### src/rtl/cpu_ctrl_seq.sv
`default_nettype none
// ============================================================================
// cpu_ctrl_seq : multi-cycle fetch/decode/execute sequencer for the 8-bit CPU.
//                Define CTRL_TRACE_EN to add the retire_valid/retire_pc trace.
// Revision     : 1.0 - initial release
// ============================================================================
module cpu_ctrl_seq #(
  parameter int         NUM_REGS = 4,
  parameter logic [7:0] RESET_PC = 8'h00
) (
  input  logic       clk,
  input  logic       rst,
  output logic       imem_req,
  output logic [7:0] imem_addr,
  input  logic       imem_valid,
  input  logic [7:0] imem_data,
  output logic       alu_en,
  output logic [2:0] alu_op,
  output logic [7:0] alu_a,
  output logic [7:0] alu_b,
  input  logic [7:0] alu_out,
  input  logic       alu_flag_carry,
  output logic       out_valid,
  output logic [7:0] out_data,
  output logic       halted,
  output logic [7:0] pc,
  output logic       flag_z,
  output logic       flag_c
`ifdef CTRL_TRACE_EN
  ,
  output logic       retire_valid,
  output logic [7:0] retire_pc
`endif
);

  localparam logic [2:0] S_FETCH     = 3'd0;
  localparam logic [2:0] S_DECODE    = 3'd1;
  localparam logic [2:0] S_FETCH_IMM = 3'd2;
  localparam logic [2:0] S_EXEC      = 3'd3;
  localparam logic [2:0] S_WB        = 3'd4;
  localparam logic [2:0] S_HALT      = 3'd5;

  localparam logic [3:0] OP_MOV = 4'h8;
  localparam logic [3:0] OP_LDI = 4'h9;
  localparam logic [3:0] OP_JZ  = 4'hA;
  localparam logic [3:0] OP_JC  = 4'hB;
  localparam logic [3:0] OP_JMP = 4'hC;
  localparam logic [3:0] OP_OUT = 4'hD;
  localparam logic [3:0] OP_NOP = 4'hE;
  localparam logic [3:0] OP_HLT = 4'hF;

  logic [2:0] state_q, state_d;
  logic [7:0] pc_q, pc_d;
  logic [7:0] ir_q, ir_d;
  logic [7:0] regs_q [NUM_REGS];
  logic [7:0] regs_d [NUM_REGS];
  logic       z_q, z_d;
  logic       c_q, c_d;
  logic [7:0] out_data_q, out_data_d;
  logic       out_valid_q, out_valid_d;
  logic       run_q;

  logic [3:0] w_opcode;
  logic [1:0] w_rd;
  logic [1:0] w_rs;
  logic       w_fetch_ok;
  logic       w_imm_ok;
  logic       w_taken;

  assign w_opcode = ir_q[7:4];
  assign w_rd     = ir_q[3:2];
  assign w_rs     = ir_q[1:0];

  // run_q keeps the memory port quiet until the first clock after reset, so a
  // response left over from an aborted fetch is never accepted.
  assign w_fetch_ok = run_q & imem_valid & (state_q == S_FETCH);
  assign w_imm_ok   = run_q & imem_valid & (state_q == S_FETCH_IMM);

  always_comb begin
    w_taken = 1'b0;
    case (w_opcode)
      OP_JZ:   w_taken = z_q;
      OP_JC:   w_taken = c_q;
      OP_JMP:  w_taken = 1'b1;
      default: w_taken = 1'b0;
    endcase
  end

  // State register
  always_ff @(posedge clk or posedge rst) begin
    if (rst) begin
      state_q     <= S_FETCH;
      pc_q        <= RESET_PC;
      ir_q        <= 8'h00;
      z_q         <= 1'b0;
      c_q         <= 1'b0;
      out_data_q  <= 8'h00;
      out_valid_q <= 1'b0;
      run_q       <= 1'b0;
      for (int i = 0; i < NUM_REGS; i++) begin
        regs_q[i] <= 8'h00;
      end
    end else begin
      state_q     <= state_d;
      pc_q        <= pc_d;
      ir_q        <= ir_d;
      z_q         <= z_d;
      c_q         <= c_d;
      out_data_q  <= out_data_d;
      out_valid_q <= out_valid_d;
      run_q       <= 1'b1;
      for (int i = 0; i < NUM_REGS; i++) begin
        regs_q[i] <= regs_d[i];
      end
    end
  end

  // Next-state and datapath update
  always_comb begin
    state_d     = state_q;
    pc_d        = pc_q;
    ir_d        = ir_q;
    z_d         = z_q;
    c_d         = c_q;
    out_data_d  = out_data_q;
    out_valid_d = 1'b0;
    for (int i = 0; i < NUM_REGS; i++) begin
      regs_d[i] = regs_q[i];
    end

    case (state_q)
      S_FETCH: begin
        if (w_fetch_ok) begin
          ir_d    = imem_data;
          state_d = S_DECODE;
        end
      end

      S_DECODE: begin
        if (!w_opcode[3]) begin
          state_d = S_EXEC;
        end else begin
          case (w_opcode)
            OP_MOV: begin
              regs_d[w_rd] = regs_q[w_rs];
              pc_d         = pc_q + 8'd1;
              state_d      = S_FETCH;
            end
            OP_OUT: begin
              out_data_d  = regs_q[w_rs];
              out_valid_d = 1'b1;
              pc_d        = pc_q + 8'd1;
              state_d     = S_FETCH;
            end
            OP_NOP: begin
              pc_d    = pc_q + 8'd1;
              state_d = S_FETCH;
            end
            OP_HLT: begin
              state_d = S_HALT;
            end
            default: begin
              state_d = S_FETCH_IMM;
            end
          endcase
        end
      end

      S_FETCH_IMM: begin
        if (w_imm_ok) begin
          if (w_opcode == OP_LDI) begin
            regs_d[w_rd] = imem_data;
          end
          pc_d    = w_taken ? imem_data : pc_q + 8'd2;
          state_d = S_FETCH;
        end
      end

      S_EXEC: begin
        state_d = S_WB;
      end

      // Z is derived from the result here rather than taken from the ALU.
      S_WB: begin
        regs_d[w_rd] = alu_out;
        z_d          = (alu_out == 8'h00);
        c_d          = alu_flag_carry;
        pc_d         = pc_q + 8'd1;
        state_d      = S_FETCH;
      end

      S_HALT: begin
        state_d = S_HALT;
      end

      default: begin
        state_d = S_FETCH;
      end
    endcase
  end

  // Outputs
  always_comb begin
    imem_req  = run_q & ((state_q == S_FETCH) | (state_q == S_FETCH_IMM));
    imem_addr = (state_q == S_FETCH_IMM) ? pc_q + 8'd1 : pc_q;
    alu_en    = (state_q == S_EXEC);
    alu_op    = w_opcode[2:0];
    alu_a     = regs_q[w_rd];
    alu_b     = regs_q[w_rs];
    halted    = (state_q == S_HALT);
  end

  assign out_valid = out_valid_q;
  assign out_data  = out_data_q;
  assign pc        = pc_q;
  assign flag_z    = z_q;
  assign flag_c    = c_q;

`ifdef CTRL_TRACE_EN
  logic       w_retire;
  logic       retire_valid_q;
  logic [7:0] retire_pc_q;

  always_comb begin
    w_retire = 1'b0;
    case (state_q)
      S_DECODE:    w_retire = w_opcode inside {OP_MOV, OP_OUT, OP_NOP, OP_HLT};
      S_FETCH_IMM: w_retire = w_imm_ok;
      S_WB:        w_retire = 1'b1;
      default:     w_retire = 1'b0;
    endcase
  end

  always_ff @(posedge clk or posedge rst) begin
    if (rst) begin
      retire_valid_q <= 1'b0;
      retire_pc_q    <= 8'h00;
    end else begin
      retire_valid_q <= w_retire;
      if (w_retire) begin
        retire_pc_q <= pc_q;
      end
    end
  end

  assign retire_valid = retire_valid_q;
  assign retire_pc    = retire_pc_q;
`else
  // Default build carries no trace state.
`endif

endmodule
`default_nettype wire

### config.mk
export PLATFORM = sky130hd
export DESIGN_NAME = cpu_ctrl_seq
export DESIGN_NICKNAME = d
export VERILOG_FILES = /design/src/rtl/cpu_ctrl_seq.sv
export SDC_FILE = /design/constraint.sdc
export NUM_CORES = 1
export LEC_CHECK = 0
export ABC_CLOCK_PERIOD_IN_PS = 5300
export CAP_MARGIN = 25
export CORE_UTILIZATION = 45
export DETAILED_ROUTE_END_ITERATION = 8
export PLACE_DENSITY = 0.77
export SKIP_LAST_GASP = 1
export SLEW_MARGIN = 20
export SYNTH_ARGS = -nofsm -noshare
export SYNTH_HDL_FRONTEND = slang
export SYNTH_SLANG_ARGS = --single-unit
export TNS_END_PERCENT = 50
### constraint.sdc
create_clock -name clk -period 5.3 [get_ports clk]
set_input_delay 1.06 -clock clk [delete_from_list [all_inputs] [get_ports clk]]
set_output_delay 1.06 -clock clk [all_outputs]
set_load 0.01 [all_outputs]
Word-level counts from Yosys, hierarchy flattened. Index checks and enable logic that the tools add are counted.

Add/sub/neg operators: 2. $lt $le $gt $ge: 3. Eq/ne operators: 19. Multiplexer cells: 31. Bitwise gates (word level): 7. Reductions and logical operators: 10.

Operators by type and width (number): 32-bit 2-to-1 mux (4); 32-bit bitwise mux (3); 32-bit case mux with 3 select lines (1); 8-bit 2-to-1 mux (10); 8-bit binary-select mux with 2-bit select (2); 4-bit == test (second input constant) (8); 8-bit case mux with 3 select lines (1); 8-bit demux with 2-bit select (1); 3-bit case mux with 5 select lines (1); 2-bit != test (second input constant) (5); 3-bit 2-to-1 mux (3); 8-bit by 1-bit adder with 8-bit output (second input constant) (1); 8-bit by 2-bit adder with 8-bit output (second input constant) (1); 8-bit logical NOT (1); 3-bit by 2-bit == test with 1-bit output (second input constant) (2); 3-bit == test (second input constant) (2); 3-bit greater-or-equal comparator (second input constant) (2); 2-bit inverter with 3-bit output (2); 3-bit case mux with 2 select lines (1); 5-bit AND reduction (1); 1-bit AND (4); 2-bit AND reduction (2); 4-bit AND reduction (1); 3-bit by 1-bit == test with 1-bit output (second input constant) (1); other kinds (10) (12).

Bits in registers: 63. Input port bits: 20. Output and inout port bits: 49. Word-level logic and storage cells: 84.

Longest topological paths before layout. Gate-level depths: netlist of the first run.

Depth after elaboration: 9. Depth in mapped cells: 7. Mapped depth without buffers: 6.

Worst setup path after synthesis of the first run. OpenSTA, ideal clock, no wires.

Kind: reg2out. Start: register state_q[2]. End: output port imem_addr[7]. Arrival time: 1705 ps. Required time: 4240 ps. Slack: 2535 ps. Cell stages (with the launch flop): 7. Buffers on the path: 3. Path through: dfrtp_1 -> buf_2 -> nor3b_2 -> buf_2 -> buf_1 -> nand3_1 -> xnor2_1.

Cells in the longest elaborated chain, start to end: 2.

RTL lines: start: declaration (line 52) `logic [2:0] state_q, state_d;`; start signal: assignment (line 104) `state_q <= state_d;`; 3-bit by 2-bit == test with 1-bit output (line 205) `imem_addr = (state_q == S_FETCH_IMM) ? pc_q + 8'd1 : pc_q;`; 8-bit 2-to-1 mux (line 205); end: declaration (line 14) `output logic [7:0] imem_addr,`.

Every way passes these cells.

Worst setup path after layout of the first run.
Start: register state_q[0]. End: output port imem_addr[3].

Same word-level chain as after synthesis.

==> results.md, run 1 <==
- CP endpoint kind: output pin
- Initial Util: 0.4652
- Flops & latches, synth: 63
- Clock-pin transition on the worst setup and hold timing paths: 0.07 ns
- Grt total ovfl: 0
- H-tree Lvls: 3
- Final instance area: 0.004702 mm2
- Post-Synthesis Cells: 329
- Min Tclk post-route: 3.825 ns
- Cell variety after synth: 55
- Setup CP Type: flop to output pin
- GRT Total Usage: 0.2319
- Setup TNS: 0 ns
- RSZ-0062 raised after global routing: false
- Netlist Area Pre-Place: 0.003822 mm2
- Status: complete, no violations
- Final HPWL DP: 6.607 mm
- Post-DR wirelength/cell: 19.36 um
- Placed cell area: 0.004501 mm2
- Post-Syn Area per Cell: 11.62 um2
- CP max FO: 28
- Post-synthesis net count: 351
- Ys async rst share: 1.000
- Synth Warn #: 0
- Worst Path Arrival: 2.77 ns
- Fmax: 0.2614 GHz
- PortBufs: 68
- Fin. Hold Viols: 0
- Leading cell type in the layout, fill and taps excluded: clkdlybuf4s50_1
- Post-synth EDFFs: 0
- Die area: 0.008867 mm2
- I/O pin cnt: 69
- Startpoint Class: flop
- 1st-pass router iterations: 5
- Die height: 94.17 um
- Final Skew: 0.006559 ns
- CTS root buffer: clkbuf_8
- CTS sink cnt: 63
- CTS tree: done
- Final WL: 9.562 mm
- GPL Wtd Cong: 0.8753
- Worst R2R Start: state_q[0]
- Vias in the first global route: 2930
- Synth Flop Type: dfrtp_1
- Final net count: 406
- Tot Pwr: 3.142 mW
- P_leak: 1.942 nW
- Final worst-path cycle share: 0.7217
- Ant diodes: 0
- Min-delay src: out_data[5]
- HP Class: flop to flop
- Post-route ant nets: 0
- Register area share after synthesis: 0.4124
- Largest net degree at the start of global routing: 48
- Max-slew headroom: 0.3534
- Row count: 33
- Vias per cell: 6.016
- Via Count: 2972
- # Max-Cap Violations: 0
- Clock buffer count from CTS: 9
- Commonest cells after routing, fill and taps aside: 68 x clkdlybuf4s50_1, 63 x dfrtp_1, 41 x mux2_2, 29 x nand2_1, 19 x o21ai_0
- Post-CTS setup buffer count: 0
- Horiz. Die Dim: 94.17 um
- Fillers: 707
- Core box area: 0.008217 mm2
- Worst-Margin Slew: 0.9619 ns
- Max-slew violations: 0
- Drt initial violations: 247
- DRC viols: 0
- Layout cells sized above 1: 0.2519
- Global-route wire length before repair: 15.37 mm
- Maximum clock path buffer count: 2
- PD cells: 668.3 mW/mm2
- Peak supply drop: 0.3125 mV
- Final setup viols: 0
- Initial antenna violation count: 0
- Area Growth Syn to Fin: 23.01%
- Post-CTS resize count: 0
- CP Data Required Time: 4.24 ns
- Worst-Skew Late Latency: 0.35 ns
- Critical Path Start: state_q[0]
- Hold buffers post-CTS: 0
## cell families after synthesis
family | after synthesis | share of synthesized area
AOI/OAI and AO/OA | 58 | 0.1047
xor gates and xnor gates | 12 | 0.02750
adders and majority gates | 2 | 0.006546
buffers and inverters | 32 | 0.04386
DFF | 63 | 0.4124
muxes | 67 | 0.2517
other | 1 | 0.0009811
and+or+nand+nor | 94 | 0.1522
## final timing paths
kind                                endpoint  slack [ns]  cells after the start
max in group asynchronous          async pin        3.39                      3
worst min register to register   out_data[5]        0.51                      1
worst max register to register          flop        2.38                      4
worst min-delay path             out_data[5]        0.51                      1
min in group asynchronous        out_data[2]        0.99                      2
worst max-delay path            imem_addr[3]        1.47                      4
## worst max-delay path, cell delays in order (launching register included)
cell             delay (ns)
dfrtp_1                0.68
or3b_1                 0.78
nor2_1                 0.24
xor2_1                 0.16
clkdlybuf4s50_1        0.55
## final cells by class
cell class / instances / area, um2 / area share
Multi-Input combinational cell: 234 / 2078 / 0.4420
Sequential cell: 63 / 1577 / 0.3353
Timing Repair Buffer: 71 / 700.7 / 0.1490
Tap cell: 105 / 131.4 / 0.02794
Clock buffer: 9 / 123.9 / 0.02634
Clock inverter: 7 / 72.57 / 0.01543
Inverter: 5 / 18.77 / 0.003991
## through the flow
stage | std cells | setup WS [ns] | hold WS (ns) | utilization
floorplan | 329 | 2.535 | 0.4924 | -
global placement | 477 | 1.905 | 0.4931 | 0.5477
detailed placement | 477 | 1.787 | 0.4956 | 0.5477
CTS | 493 | 1.472 | 0.5136 | 0.5716
global route | 494 | 1.313 | 0.5313 | 0.5723
finish | 494 | 1.475 | 0.5115 | 0.5723
## synthesized netlist by cell type, drive strengths merged (3+ instances only)
| cell type | n | area (um2) |
|---|---|---|
| a22o | 3 | 26.28 |
| nand3 | 16 | 80.08 |
| nor4 | 4 | 46.29 |
| xnor2 | 8 | 70.07 |
| nor4b | 11 | 141.4 |
| inv | 4 | 15.01 |
| nor2 | 11 | 41.29 |
| nor3 | 5 | 25.02 |
| xor2 | 4 | 35.03 |
| clkbuf | 10 | 37.54 |
| mux4 | 16 | 360.4 |
| buf | 17 | 111.4 |
| mux2 | 49 | 581.8 |
| a31oi | 9 | 56.30 |
| a21oi | 8 | 40.04 |
| dfrtp | 63 | 1577 |
| o21ai | 20 | 100.1 |
| a221oi | 4 | 35.03 |
| and3 | 4 | 25.02 |
| nand2 | 29 | 108.9 |
## per-layer routing
layer	vias up	wire length [um]	share of wire	global-route usage
met3	21	700	0.073	0.04935
met1	1463	4181	0.44	0.3241
met5	-	0	0	0
met2	146	4524	0.47	0.3436
li1	1342	-	-	-
met4	0	156	0.016	0.1051
## where the power goes
part	leakage, nW	total [mW]	internal (mW)	switching [mW]
logic	1.04	1.72	0.948	0.771
clock network	0.0956	0.419	0.217	0.202
registers	0.807	1.00	0.673	0.331
Note: power is estimated with default switching activity, not from simulation.
==> run 2, diff against run 1 <==
--- a/config.mk
+++ b/config.mk
@@ -5,11 +5,11 @@
 export SDC_FILE = /design/constraint.sdc
 export NUM_CORES = 1
 export LEC_CHECK = 0
-export ABC_CLOCK_PERIOD_IN_PS = 5300
+export ABC_CLOCK_PERIOD_IN_PS = 3400
 export CAP_MARGIN = 25
 export CORE_UTILIZATION = 45
 export DETAILED_ROUTE_END_ITERATION = 8
-export PLACE_DENSITY = 0.77
+export PLACE_DENSITY = 0.8
 export SKIP_LAST_GASP = 1
 export SLEW_MARGIN = 20
 export SYNTH_ARGS = -nofsm -noshare
==> constraint.sdc (replaced) <==
create_clock -name clk -period 3.4 [get_ports clk]
set_input_delay 0.68 -clock clk [delete_from_list [all_inputs] [get_ports clk]]
set_output_delay 0.68 -clock clk [all_outputs]
set_load 0.01 [all_outputs]
==> run 2 against run 1 <==
  * Wire length is 0.47% higher
  * Cell count increased by 0.40%
  * Hold slack hardly changed
  * Sequential share of layout area down 0.098 points
  * Critical path depth stayed put
  * Flip-flop and latch count unchanged
  * Critical path type unchanged
  * Largest cell class unchanged
  * Highest routed layer unchanged
==> results.md, run 2 (synthesized netlist as in run 1, its figures left out) <==
- Status: complete, no violations
- Vias in the first global route: 2942 (+0.41%)
- CP Data Required Time: 2.72 ns (-1.52 ns)
- Post-CTS setup buffer count: 0 (unchanged)
- Clock buffer count from CTS: 9 (unchanged)
- Hold buffers post-CTS: 0 (unchanged)
- Final Skew: 0.01251 ns (+0.005954 ns)
- Final hold slack: 0.5118 ns (+0.0003290 ns)
- Post-CTS resize count: 0 (unchanged)
- Final HPWL DP: 6.748 mm (+2.1%)
- Grt total ovfl: 0 (unchanged)
- Critical path's largest stage delay: 0.73 ns (-0.05 ns)
- Top delay family on crit path: simple AND/OR/NAND/NOR gates
- Setup TNS: 0 ns (unchanged)
- H-tree Lvls: 3 (unchanged)
- Commonest cells after routing, fill and taps aside: 68 x clkdlybuf4s50_1, 63 x dfrtp_1, 41 x mux2_2, 29 x nand2_1, 19 x o21ai_0
- HP Class: flop to flop
- Worst-Skew Late Latency: 0.34 ns (about the same)
- CP bufs+invs: 1 (unchanged)
- Area Growth Syn to Fin: 23.37%
- CTS root buffer: clkbuf_8
- Post-route ant nets: 0 (unchanged)
- 1st-pass router iterations: 4 (-1)
- Fin. Hold Viols: 0 (unchanged)
- Min Tclk post-route: 3.235 ns
- Crit-path cells: or3b_1 > nor2_1 > xor2_1 > clkdlybuf4s50_1
- CTS sink cnt: 63 (unchanged)
- Drt initial violations: 235 (-4.9%)
- M2 GR Usage: 0.3557 (+0.01208)
- GR peak layer: met2
- Worst Path Arrival: 2.55 ns (-0.22 ns)
- Max-slew headroom: 0.4605 (+0.1071)
- CP endpoint kind: output pin
- Row count: 33 (unchanged)
- Clock-pin transition on the worst setup and hold timing paths: 0.07 ns (about the same)
- Initial Util: 0.4652 (unchanged)
- Worst-Margin Slew: 0.8093 ns (-0.1527 ns)
- CTS tree: done
- Via Count: 2968 (-0.13%)
- Final net count: 411 (+1.2%)
- Setup CP Type: flop to output pin
- Maximum clock path buffer count: 2 (unchanged)
- Largest net degree at the start of global routing: 64 (+33%)
- GRT Total Usage: 0.2350 (+0.003161)
- Max-slew violations: 0 (unchanged)
- Global-route wire length before repair: 15.62 mm (+1.6%)
- PortBufs: 68 (unchanged)
- Core box area: 0.008217 mm2 (unchanged)
- I/O pin cnt: 69 (unchanged)
- GPL Wtd Cong: 0.9218 (+5.3%)
- P_leak: 1.964 nW (+1.1%)
- Initial antenna violation count: 0 (unchanged)
- CP max-delay cell: or3b_1
- Die area: 0.008867 mm2 (unchanged)
- Met3 usage: 0.03803 (-0.01133)
- Die height: 94.17 um (unchanged)
- # Max-Cap Violations: 0 (unchanged)
- Peak supply drop: 0.4639 mV (+48%)
- Startpoint Class: flop
- RSZ-0062 raised after global routing: false
- Layout cells sized above 1: 0.2558 (+0.003826)
- Final setup viols: 0 (unchanged)
- PD cells: 1039 mW/mm2 (+55%)
- Internal reg-to-reg setup slack: 0.81 ns (-1.57 ns)
- Final worst-path cycle share: 0.9514
- Post-DR wirelength/cell: 19.37 um (about the same)
- Met1 Usage GRT: 0.3363 (+0.01224)
- Horiz. Die Dim: 94.17 um (unchanged)
- Final WL: 9.607 mm (+0.47%)
- Ant diodes: 0 (unchanged)
- CP max FO: 19 (-32%)
- Vias per cell: 5.984 (-0.54%)
- Leading cell type in the layout, fill and taps excluded: clkdlybuf4s50_1
- Fmax: 0.3092 GHz
- DRC viols: 0 (unchanged)
-- run 2: layer usage --
| metal | vias to the layer above | routed length, um |
|---|---|---|
| li1 | 1349 | - |
| met1 | 1493 | 4328 |
| met2 | 107 | 4491 |
| met3 | 19 | 636 |
| met4 | 0 | 150 |
| met5 | - | 0 |
-- run 2: final timing paths --
kind / to / from / cells past startpoint
worst max-delay path: imem_addr[4] / state_q[2] / 4
worst min-delay path: out_data[4] / out_data[4] / 1
worst max register to register: flop / state_q[2] / 4
worst min register to register: out_data[4] / out_data[4] / 1
max in group asynchronous: out_data[1] / rst / 3
min in group asynchronous: async pin / rst / 3
-- run 2: area by class of cell --
class	instances	area [um2]
Fill cell	679	3501
Multi-Input combinational cell	234	2078
Sequential cell	63	1577
Timing Repair Buffer	76	740.7
Clock buffer	12	165.2
Tap cell	105	131.4
Inverter	5	18.77
Clock inverter	1	5.005
-- run 2: metrics by stage --
stage               cells  instance area, um2  total power [mW]  utilization  worst slack, ns
finish                496                4716             4.899       0.5739           0.1654
global route          496                4716             5.219       0.5739          0.03617
CTS                   496                4716             4.900       0.5739           0.1742
detailed placement    483                4546             4.290       0.5532           0.4558
global placement      483                4546             4.181       0.5532           0.5398
floorplan             329                3822             3.232            -            1.015
-- run 2: report_power, final --
part           internal [mW]  total (mW)  switching, mW
logic                   1.51        2.80           1.29
registers               1.05        1.51          0.455
clock network          0.311       0.590          0.279
total                   2.87        4.90           2.03
